<file path="config.mk">
export PLATFORM = sky130hd
export DESIGN_NAME = write_strobe_scheduler
export DESIGN_NICKNAME = d
export VERILOG_FILES = /design/src/rtl/strobe_pkg.sv /design/src/rtl/rr_pick.sv /design/src/rtl/write_strobe_scheduler.sv
export SDC_FILE = /design/constraint.sdc
export NUM_CORES = 1
export LEC_CHECK = 0
export CAP_MARGIN = 25
export CORE_ASPECT_RATIO = 1.75
export CORE_UTILIZATION = 50
export DETAILED_ROUTE_END_ITERATION = 8
export GPL_ROUTABILITY_DRIVEN = 0
export PLACE_DENSITY = 0.75
export SETUP_SLACK_MARGIN = 0.5
export SYNTH_ARGS = -nofsm -noshare
export SYNTH_HDL_FRONTEND = slang
export SYNTH_SLANG_ARGS = --single-unit
</file>
<file path="constraint.sdc">
create_clock -name clk -period 2.9 [get_ports clk]
set_clock_uncertainty 0.1 [all_clocks]
set_input_delay 0.435 -clock clk [delete_from_list [all_inputs] [get_ports clk]]
set_output_delay 0.435 -clock clk [all_outputs]
set_load 0.02 [all_outputs]
</file>
<file path="src/rtl/strobe_pkg.sv">
// Shared definitions for the strobe schedulers.
//   state_e       : transaction sequencer states (IDLE, SETUP, STROBE, HOLD)
//   STROBE_ACTIVE : level of the active-low strobe when asserted
//   STROBE_IDLE   : level of the active-low strobe when released
package strobe_pkg;

  typedef enum logic [1:0] {
    IDLE   = 2'd0,
    SETUP  = 2'd1,
    STROBE = 2'd2,
    HOLD   = 2'd3
  } state_e;

  localparam logic STROBE_ACTIVE = 1'b0;
  localparam logic STROBE_IDLE   = 1'b1;

endpackage

</file>
<file path="src/rtl/rr_pick.sv">
// Combinational round-robin picker.
// Ports:
//   req        in  NREQ  request vector
//   mask       in  NREQ  eligibility mask, ANDed with req
//   ptr        in  IW    search start position (searches upward, wraps)
//   found      out 1     some masked request is set
//   winner_idx out IW    index of the first masked request from ptr, 0 if none
module rr_pick #(
  parameter int unsigned NREQ = 4,
  parameter int unsigned IW   = $clog2(NREQ)
) (
  input  logic [NREQ-1:0] req,
  input  logic [NREQ-1:0] mask,
  input  logic [IW-1:0]   ptr,
  output logic            found,
  output logic [IW-1:0]   winner_idx
);

  logic [NREQ-1:0] cand;
  logic [IW-1:0]   idx;
  int unsigned     pos;

  always_comb begin
    cand       = req & mask;
    found      = 1'b0;
    winner_idx = '0;
    idx        = '0;
    pos        = 0;
    // Visit positions ptr, ptr+1, ... modulo NREQ; first hit wins.
    for (int unsigned k = 0; k < NREQ; k++) begin
      pos = 32'(ptr) + k;
      if (pos >= NREQ) pos = pos - NREQ;
      idx = IW'(pos);
      if (!found && cand[idx]) begin
        found      = 1'b1;
        winner_idx = idx;
      end
    end
  end

endmodule

</file>
<file path="src/rtl/write_strobe_scheduler.sv">
// Shares one active-low write strobe between NREQ requesters. A round-robin
// winner gets a one-hot data-steering grant, then the block runs
// SETUP (1 cycle) -> STROBE (PULSE_CYCLES, strobe low) -> HOLD (HOLD_CYCLES),
// pulsing ack to the grantee in the last HOLD cycle.
// Ports:
//   clk       in  1     clock, rising edge
//   _reset    in  1     synchronous active-low reset
//   enable    in  1     allows new transactions to start
//   req       in  NREQ  level requests, held until ack
//   grant     out NREQ  one-hot steering select, zero when idle
//   grant_idx out IW    binary grantee index, zero when idle
//   _strobe   out 1     active-low shared write strobe
//   ack       out NREQ  one-cycle completion pulse
//   busy      out 1     high outside IDLE
module write_strobe_scheduler
  import strobe_pkg::*;
#(
  parameter int unsigned NREQ         = 4,
  parameter int unsigned PULSE_CYCLES = 2,
  parameter int unsigned HOLD_CYCLES  = 1,
  localparam int unsigned IW          = $clog2(NREQ)
) (
  input  logic            clk,
  input  logic            _reset,
  input  logic            enable,
  input  logic [NREQ-1:0] req,
  output logic [NREQ-1:0] grant,
  output logic [IW-1:0]   grant_idx,
  output logic            _strobe,
  output logic [NREQ-1:0] ack,
  output logic            busy
);

  state_e          state_q;
  logic [3:0]      cnt_q;
  logic [IW-1:0]   ptr_q;
  logic [NREQ-1:0] grant_q;
  logic [IW-1:0]   grant_idx_q;
  logic            strobe_q;
  logic [NREQ-1:0] ack_q;
  logic            busy_q;

  logic [NREQ-1:0] mask;
  logic            found;
  logic [IW-1:0]   win;
  logic [IW-1:0]   ptr_d;
  logic [NREQ-1:0] win_onehot;

  // Leaving HOLD, the finishing grantee is masked out so it cannot win twice
  // in a row; in IDLE everyone is eligible.
  always_comb begin
    mask       = (state_q == HOLD) ? ~grant_q : '1;
    ptr_d      = (win == IW'(NREQ - 1)) ? '0 : win + 1'b1;
    win_onehot = NREQ'(1) << win;
  end

  rr_pick #(
    .NREQ (NREQ),
    .IW   (IW)
  ) u_pick (
    .req        (req),
    .mask       (mask),
    .ptr        (ptr_q),
    .found      (found),
    .winner_idx (win)
  );

  always_ff @(posedge clk) begin
    if (!_reset) begin
      state_q     <= IDLE;
      cnt_q       <= '0;
      ptr_q       <= '0;
      grant_q     <= '0;
      grant_idx_q <= '0;
      strobe_q    <= STROBE_IDLE;
      ack_q       <= '0;
      busy_q      <= 1'b0;
    end else begin
      ack_q <= '0;
      unique case (state_q)
        IDLE: begin
          if (enable && found) begin
            state_q     <= SETUP;
            grant_q     <= win_onehot;
            grant_idx_q <= win;
            ptr_q       <= ptr_d;
            busy_q      <= 1'b1;
          end
        end
        SETUP: begin
          state_q  <= STROBE;
          strobe_q <= STROBE_ACTIVE;
          cnt_q    <= 4'(PULSE_CYCLES - 1);
        end
        STROBE: begin
          if (cnt_q == 4'd0) begin
            state_q  <= HOLD;
            strobe_q <= STROBE_IDLE;
            cnt_q    <= 4'(HOLD_CYCLES - 1);
            // ack is registered, so it is launched on entry to the last HOLD cycle.
            if (HOLD_CYCLES == 1) ack_q <= grant_q;
          end else begin
            cnt_q <= cnt_q - 1'b1;
          end
        end
        HOLD: begin
          if (cnt_q == 4'd0) begin
            if (enable && found) begin
              state_q     <= SETUP;
              grant_q     <= win_onehot;
              grant_idx_q <= win;
              ptr_q       <= ptr_d;
            end else begin
              state_q     <= IDLE;
              grant_q     <= '0;
              grant_idx_q <= '0;
              busy_q      <= 1'b0;
            end
          end else begin
            cnt_q <= cnt_q - 1'b1;
            if (cnt_q == 4'd1) ack_q <= grant_q;
          end
        end
        default: state_q <= IDLE;
      endcase
    end
  end

  assign grant     = grant_q;
  assign grant_idx = grant_idx_q;
  assign _strobe   = strobe_q;
  assign ack       = ack_q;
  assign busy      = busy_q;

endmodule

</file>
Yosys cells after proc, flatten, opt, wreduce, memory -nomap -nowiden --
Index checks and enable logic that the tools add are counted.
Storage, ports and cells: bits of input ports 7, output and inout bits 12, register bits after elaboration 20, logic and storage cells 107
Operators by class: add/sub/neg operators 9, equal/unequal tests 10, shifts and indexed selects 1, reduce and logical (&&, ||, !) cells 18, order comparisons 8, multiplexer cells 51, bitwise gates (word level) 2
Operators with widths (number):
- $mux W4 | 9
- $mux W2 | 17
- $pmux W4 S2 | 2
- $mux W1 | 13
- $lt A2 B3 Y1 const B | 4
- $pmux W4 S3 | 1
- $ge A3 B3 Y1 const B | 3
- $bmux W1 S2 | 4
- $ne A2 B2 Y1 const B | 4
- $pmux W2 S2 | 2
- $pmux W2 S4 | 1
- $sub A2 B1 Y2 const B | 4
- $add A2 B2 Y3 const B | 2
- $eq A2 B2 Y1 const B | 3
- $reduce_and A2 Y1 | 3
- $reduce_and A3 Y1 | 2
- $and A4 B4 Y4 | 1
- $eq A4 B1 Y1 const B | 1
- $logic_and A1 B1 Y1 | 4
- $logic_not A4 Y1 | 1
- $not A4 Y4 | 1
- $pmux W1 S2 | 2
- $reduce_and A4 Y1 | 1
- $reduce_bool A2 Y1 | 2
- 10 further kinds | 12

Logic depth before layout (Yosys ltp) --
depth after elaboration 20, gate-level depth with buffers 10, gate-level depth less buffers 9

Cells and area by module --
From an unflattened synthesis, not the netlist that was laid out.
Second synthesis, totals: cells, all modules 141, area, all modules 1217.4 µm²
Modules (own cells, without submodules):
- write_strobe_scheduler | times used 1, cells an instance 127, area each 1121.1 µm², seq. area each 400.4 µm²
- rr_pick | times used 1, cells an instance 14, area each 96.3 µm², seq. area each 0.0 µm²

Worst setup path after synthesis --
OpenSTA, ideal clock, no wires.
path kind register to register, from register state_q[1], to register grant_q[2] (netlist: grant[2]), buffers on the path 0, data required time 2683 ps, slack 850 ps, setup time 117 ps, stages on the path, launching flop included 9, data arrival time 1832 ps, period minus slack after synthesis 2050 ps, cells stage by stage dfxtp_1 -> ha_1 -> a21boi_1 -> and2_1 -> nand2b_4 -> a211oi_4 -> inv_1 -> ha_1 -> a32o_1
Between the ends: cells in the longest elaborated chain, start to end 19, elaborated cells on any way between the ends 36, classes of those cells eq/ne (3); shift (1); mux (21); bitwise (1); reduce/logical (10)
Ends and longest elaborated chain:
- from (decl) | line write_strobe_scheduler.sv:34 | state_e state_q;
- from (signal assigned) | line write_strobe_scheduler.sv:70 | state_q <= IDLE;
- from (signal assigned) | line write_strobe_scheduler.sv:83 | state_q <= SETUP;
- from (signal assigned) | line write_strobe_scheduler.sv:91 | state_q <= STROBE;
- $eq A2 B2 Y1 | line write_strobe_scheduler.sv:52, write_strobe_scheduler.sv:80
- $mux W4 | line write_strobe_scheduler.sv:52 | mask = (state_q == HOLD) ? ~grant_q : '1;
- $and A4 B4 Y4 | line rr_pick.sv:24 | cand = req & mask;
- $bmux W1 S2 | line rr_pick.sv:34 | if (!found && cand[idx]) begin
- $mux W1 (implied by the code) | line rr_pick.sv:34
- $mux W1 | line rr_pick.sv:34
- $logic_not A1 Y1 | line rr_pick.sv:34
- $logic_and A1 B1 Y1 | line rr_pick.sv:34
- [3 not listed]
- $mux W1 | line rr_pick.sv:34
- $logic_not A1 Y1 | line rr_pick.sv:34
- $logic_and A1 B1 Y1 | line rr_pick.sv:34
- $mux W2 or $mux W1 (tied branches) | line rr_pick.sv:34
- $shl A1 B2 Y4 or $logic_and A1 B1 Y1 (tied branches) | line write_strobe_scheduler.sv:54, write_strobe_scheduler.sv:82, write_strobe_scheduler.sv:108
- $mux W4 | line write_strobe_scheduler.sv:108 | if (enable && found) begin
- $mux W4 | line write_strobe_scheduler.sv:107 | if (cnt_q == 4'd0) begin
- $pmux W4 S2 | line write_strobe_scheduler.sv:80 | unique case (state_q)
- to (signal assigned) | line write_strobe_scheduler.sv:84 | grant_q <= win_onehot;
- to (signal assigned) | line write_strobe_scheduler.sv:110 | grant_q <= win_onehot;
- to (decl) | line write_strobe_scheduler.sv:37 | logic [NREQ-1:0] grant_q;
Several ways; a longest one is shown, not always the timed one. The select of a mux whose other input is x is not followed. A chain may end at the register's enable or synchronous reset.

Final worst setup path --
from input req[1], to register grant_q[2] (netlist: grant[2])
Between the ends: cells in the longest elaborated chain, start to end 17, elaborated cells on any way between the ends 31, classes of those cells eq/ne (1); shift (1); mux (20); bitwise (1); reduce/logical (8)
Ends and longest elaborated chain:
- from (decl) | line write_strobe_scheduler.sv:26 | input logic [NREQ-1:0] req,
- $and A4 B4 Y4 (*) | line rr_pick.sv:24
- $bmux W1 S2 | line rr_pick.sv:34
- $mux W1 (implied by the code) | line rr_pick.sv:34
- $mux W1 | line rr_pick.sv:34
- $logic_not A1 Y1 | line rr_pick.sv:34
- $logic_and A1 B1 Y1 | line rr_pick.sv:34
- $mux W1 | line rr_pick.sv:34
- $logic_not A1 Y1 | line rr_pick.sv:34
- $logic_and A1 B1 Y1 | line rr_pick.sv:34
- $mux W1 | line rr_pick.sv:34
- $logic_not A1 Y1 | line rr_pick.sv:34
- $logic_and A1 B1 Y1 | line rr_pick.sv:34
- $mux W2 or $mux W1 (tied branches) | line rr_pick.sv:34
- $shl A1 B2 Y4 or $logic_and A1 B1 Y1 (tied branches) | line write_strobe_scheduler.sv:54, write_strobe_scheduler.sv:82, write_strobe_scheduler.sv:108
- $mux W4 | line write_strobe_scheduler.sv:108
- $mux W4 | line write_strobe_scheduler.sv:107
- $pmux W4 S2 | line write_strobe_scheduler.sv:80
Every way passes the cells marked *; elsewhere a longest branch is shown, timed or not. The select of a mux whose other input is x is not followed.

==> out/metrics.cfg <==
[yosys]
synthFlopType=dfxtp_1
async_flop_share_pct=0
synth_edf_count=0
synth_fp_nets=151
synth_seq_cells=20
synthTopCellsByArea=dfxtp_1, ha_1, a21oi_1, inv_1, a211oi_4
synth_area_per_cell_um2=8.90
yosysTopAreaCell=dfxtp_1
synth_common_cells=dfxtp_1, inv_1, ha_1
syn-instance-count=134
netlist_area_um2=1190
yosys_warnings=0
yosysTopAreaCellShare_pct=33.6
yosysMostFrequentCell=dfxtp_1
yosysUniqueCellTypes=44
yosysSeqAreaShare_pct=33.6

[finish]
n_antenna_cell=0
postLayoutCellArea_um2=1460
synthToLayoutAreaGrowth_pct=22.6
drive_above_1_share_pct=10.3
nets=173
fin_util_pct=64.3

[sta]
worst_pin_slew_ns=0.536
finalSetupViolations=0
finalCritPeriodShare_pct=76.8
slew_violations=0
fin_ws_ns=0.671
fin_setup_tns_ns=0
slew_headroom_pct=63.9
fin_crit_ns=2.23
fmax_mhz=449
rsz0062_at_grt=false
timing_hold_violations_final=0

[route]
route.met2.wl_um=1420
ant_nets=0
route.detailed.drc=0
wl_per_cell_um=14.9
wl_met1_um=1130
wirelength_um=2680
firstDrtPassIters=4
top_layer=met4
dr.first_iter.drc_count=28
met3_length_um=83
viasPerCell=5.81
vias=1045

[worst_setup_path]
start_kind=input pin
worstPathArrival_ns=2.28
path_class=in -> reg
required_ns=2.95
ff2ff_path_depth=8
crit_fanout=5
critPathCaptureType=flip-flop

[cts]
cts_buffers=3
postCtsHoldBufs=0
cts_sinks=20
clk_pin_slew_ns=0.07
cts_root_buf=clkbuf_8
htree_levels=1
cts_buffer_depth=2
insertion_delay_ns=0.26
cts_tree=built

[floorplanning]
fp.dieW_um=38.9
core_area_um2=2270
initial_core_util_pct=52.4
fp.dieH_um=66.6
io_pins=19
rows=23
die-area_um2=2590

[placed_design]
dp_slack_ns=0.414
place.detailed.hpwl_um=2020
io_buffers=18
place_area_um2=1400

[run_status]
status=finished, final reports clean

[global_route]
grt_pass1_vias=1052
grt_max_degree=14
antenna_found_initial=0
grt_overflow=0
grtUsageTotal_pct=23.6
grt_pass1_wl_um=4400

[flow_run]
maxCapViolations=0

[pwr]
leakagePower_nw=0.605
power_density_nw_per_um2=942
ir_drop_mv=0.539

[hold_path]
hold_depth=1
holdCritPathClass=reg -> reg

==> report_power, final <==
part | switching [W] | internal (W)
registers | 0.0000857 | 0.000352
logic | 0.000398 | 0.000328
clock network | 0.0000916 | 0.000121
==> per-layer routing <==
layer	vias to the layer above	GRT usage, %
met4	0	10.8
met3	5	2.00
met5	-	0
li1	516	-
met1	499	28.3
met2	25	40.2
==> kinds of logic (layout without fill, tap and decap cells) <==
logic type	count (synthesis)	after routing	share of synthesized area, %
flip-flops	20	20	33.6
multiplexers	2	2	1.99
adder cells (fa/ha/maj)	10	10	10.5
XOR/XNOR	1	1	0.735
AO/OA/AOI/OAI	38	38	24.8
AND/OR/NAND/NOR	48	48	23.4
buffers and inverters	15	36	5.04
==> worst max-delay path, cell delays in order <==
cell             delay, ns
clkdlybuf4s50_1       0.50
a21boi_1              0.41
nor3_1                0.15
a211oi_4              0.26
inv_1                 0.11
ha_1                  0.20
a32o_1                0.20
==> through the flow <==
step	cells	total power, W	hold WS, ns
2_1_floorplan	134	0.000968	0.378
3_3_place_gp	176	0.00113	0.358
3_5_place_dp	176	0.00116	0.362
4_1_cts	180	0.00138	0.386
5_1_grt	180	0.00148	0.404
6_report	180	0.00138	0.391
==> placed cells by master, fill, tap and decap left out, types with 2 or more instances in the layout <==
cell	n
nand3_1	4
o31ai_1	2
nor4_1	3
buf_4	2
nor3_1	2
nand2_1	9
o21ai_0	7
a211oi_4	2
clkbuf_8	4
a21boi_1	2
clkdlybuf4s50_1	18
nand2b_1	4
or3_1	2
a21oi_1	9
dfxtp_1	20
and2_1	5
inv_1	12
a22oi_1	2
nor2_1	9
a32o_1	3
ha_1	9
==> timing repair <==
action | 4_1_cts | 5_1_grt
resized for setup | 0 | 1
endpoints found under the setup margin | 0 | 1
setup buffers | 0 | 0
==> final timing paths <==
kind / slack, ns / start / endpoint
setup reg to reg: 0.70 / state_q[1] / grant[2]
setup / recovery: 0.67 / req[1] / grant[2]
hold reg to reg: 0.39 / grant_idx[1] / grant_idx[1]
hold / removal: 0.39 / grant_idx[1] / grant_idx[1]
==> cell type report <==
cell class,instances,area (um2)
Fill cell,189,812
Clock buffer,4,55.1
Timing Repair Buffer,20,195
Tap cell,25,31.3
Multi-Input combinational cell,99,734
Sequential cell,20,400
Inverter,12,45.0
==> registers in the layout (all words and copies together) (netlist names) <==
name       flops
ptr_q          2
busy           1
ack            4
_strobe        1
grant_idx      2
grant          4
cnt_q          4
state_q        2
No activity file was read; power rests on OpenSTA's default activity.
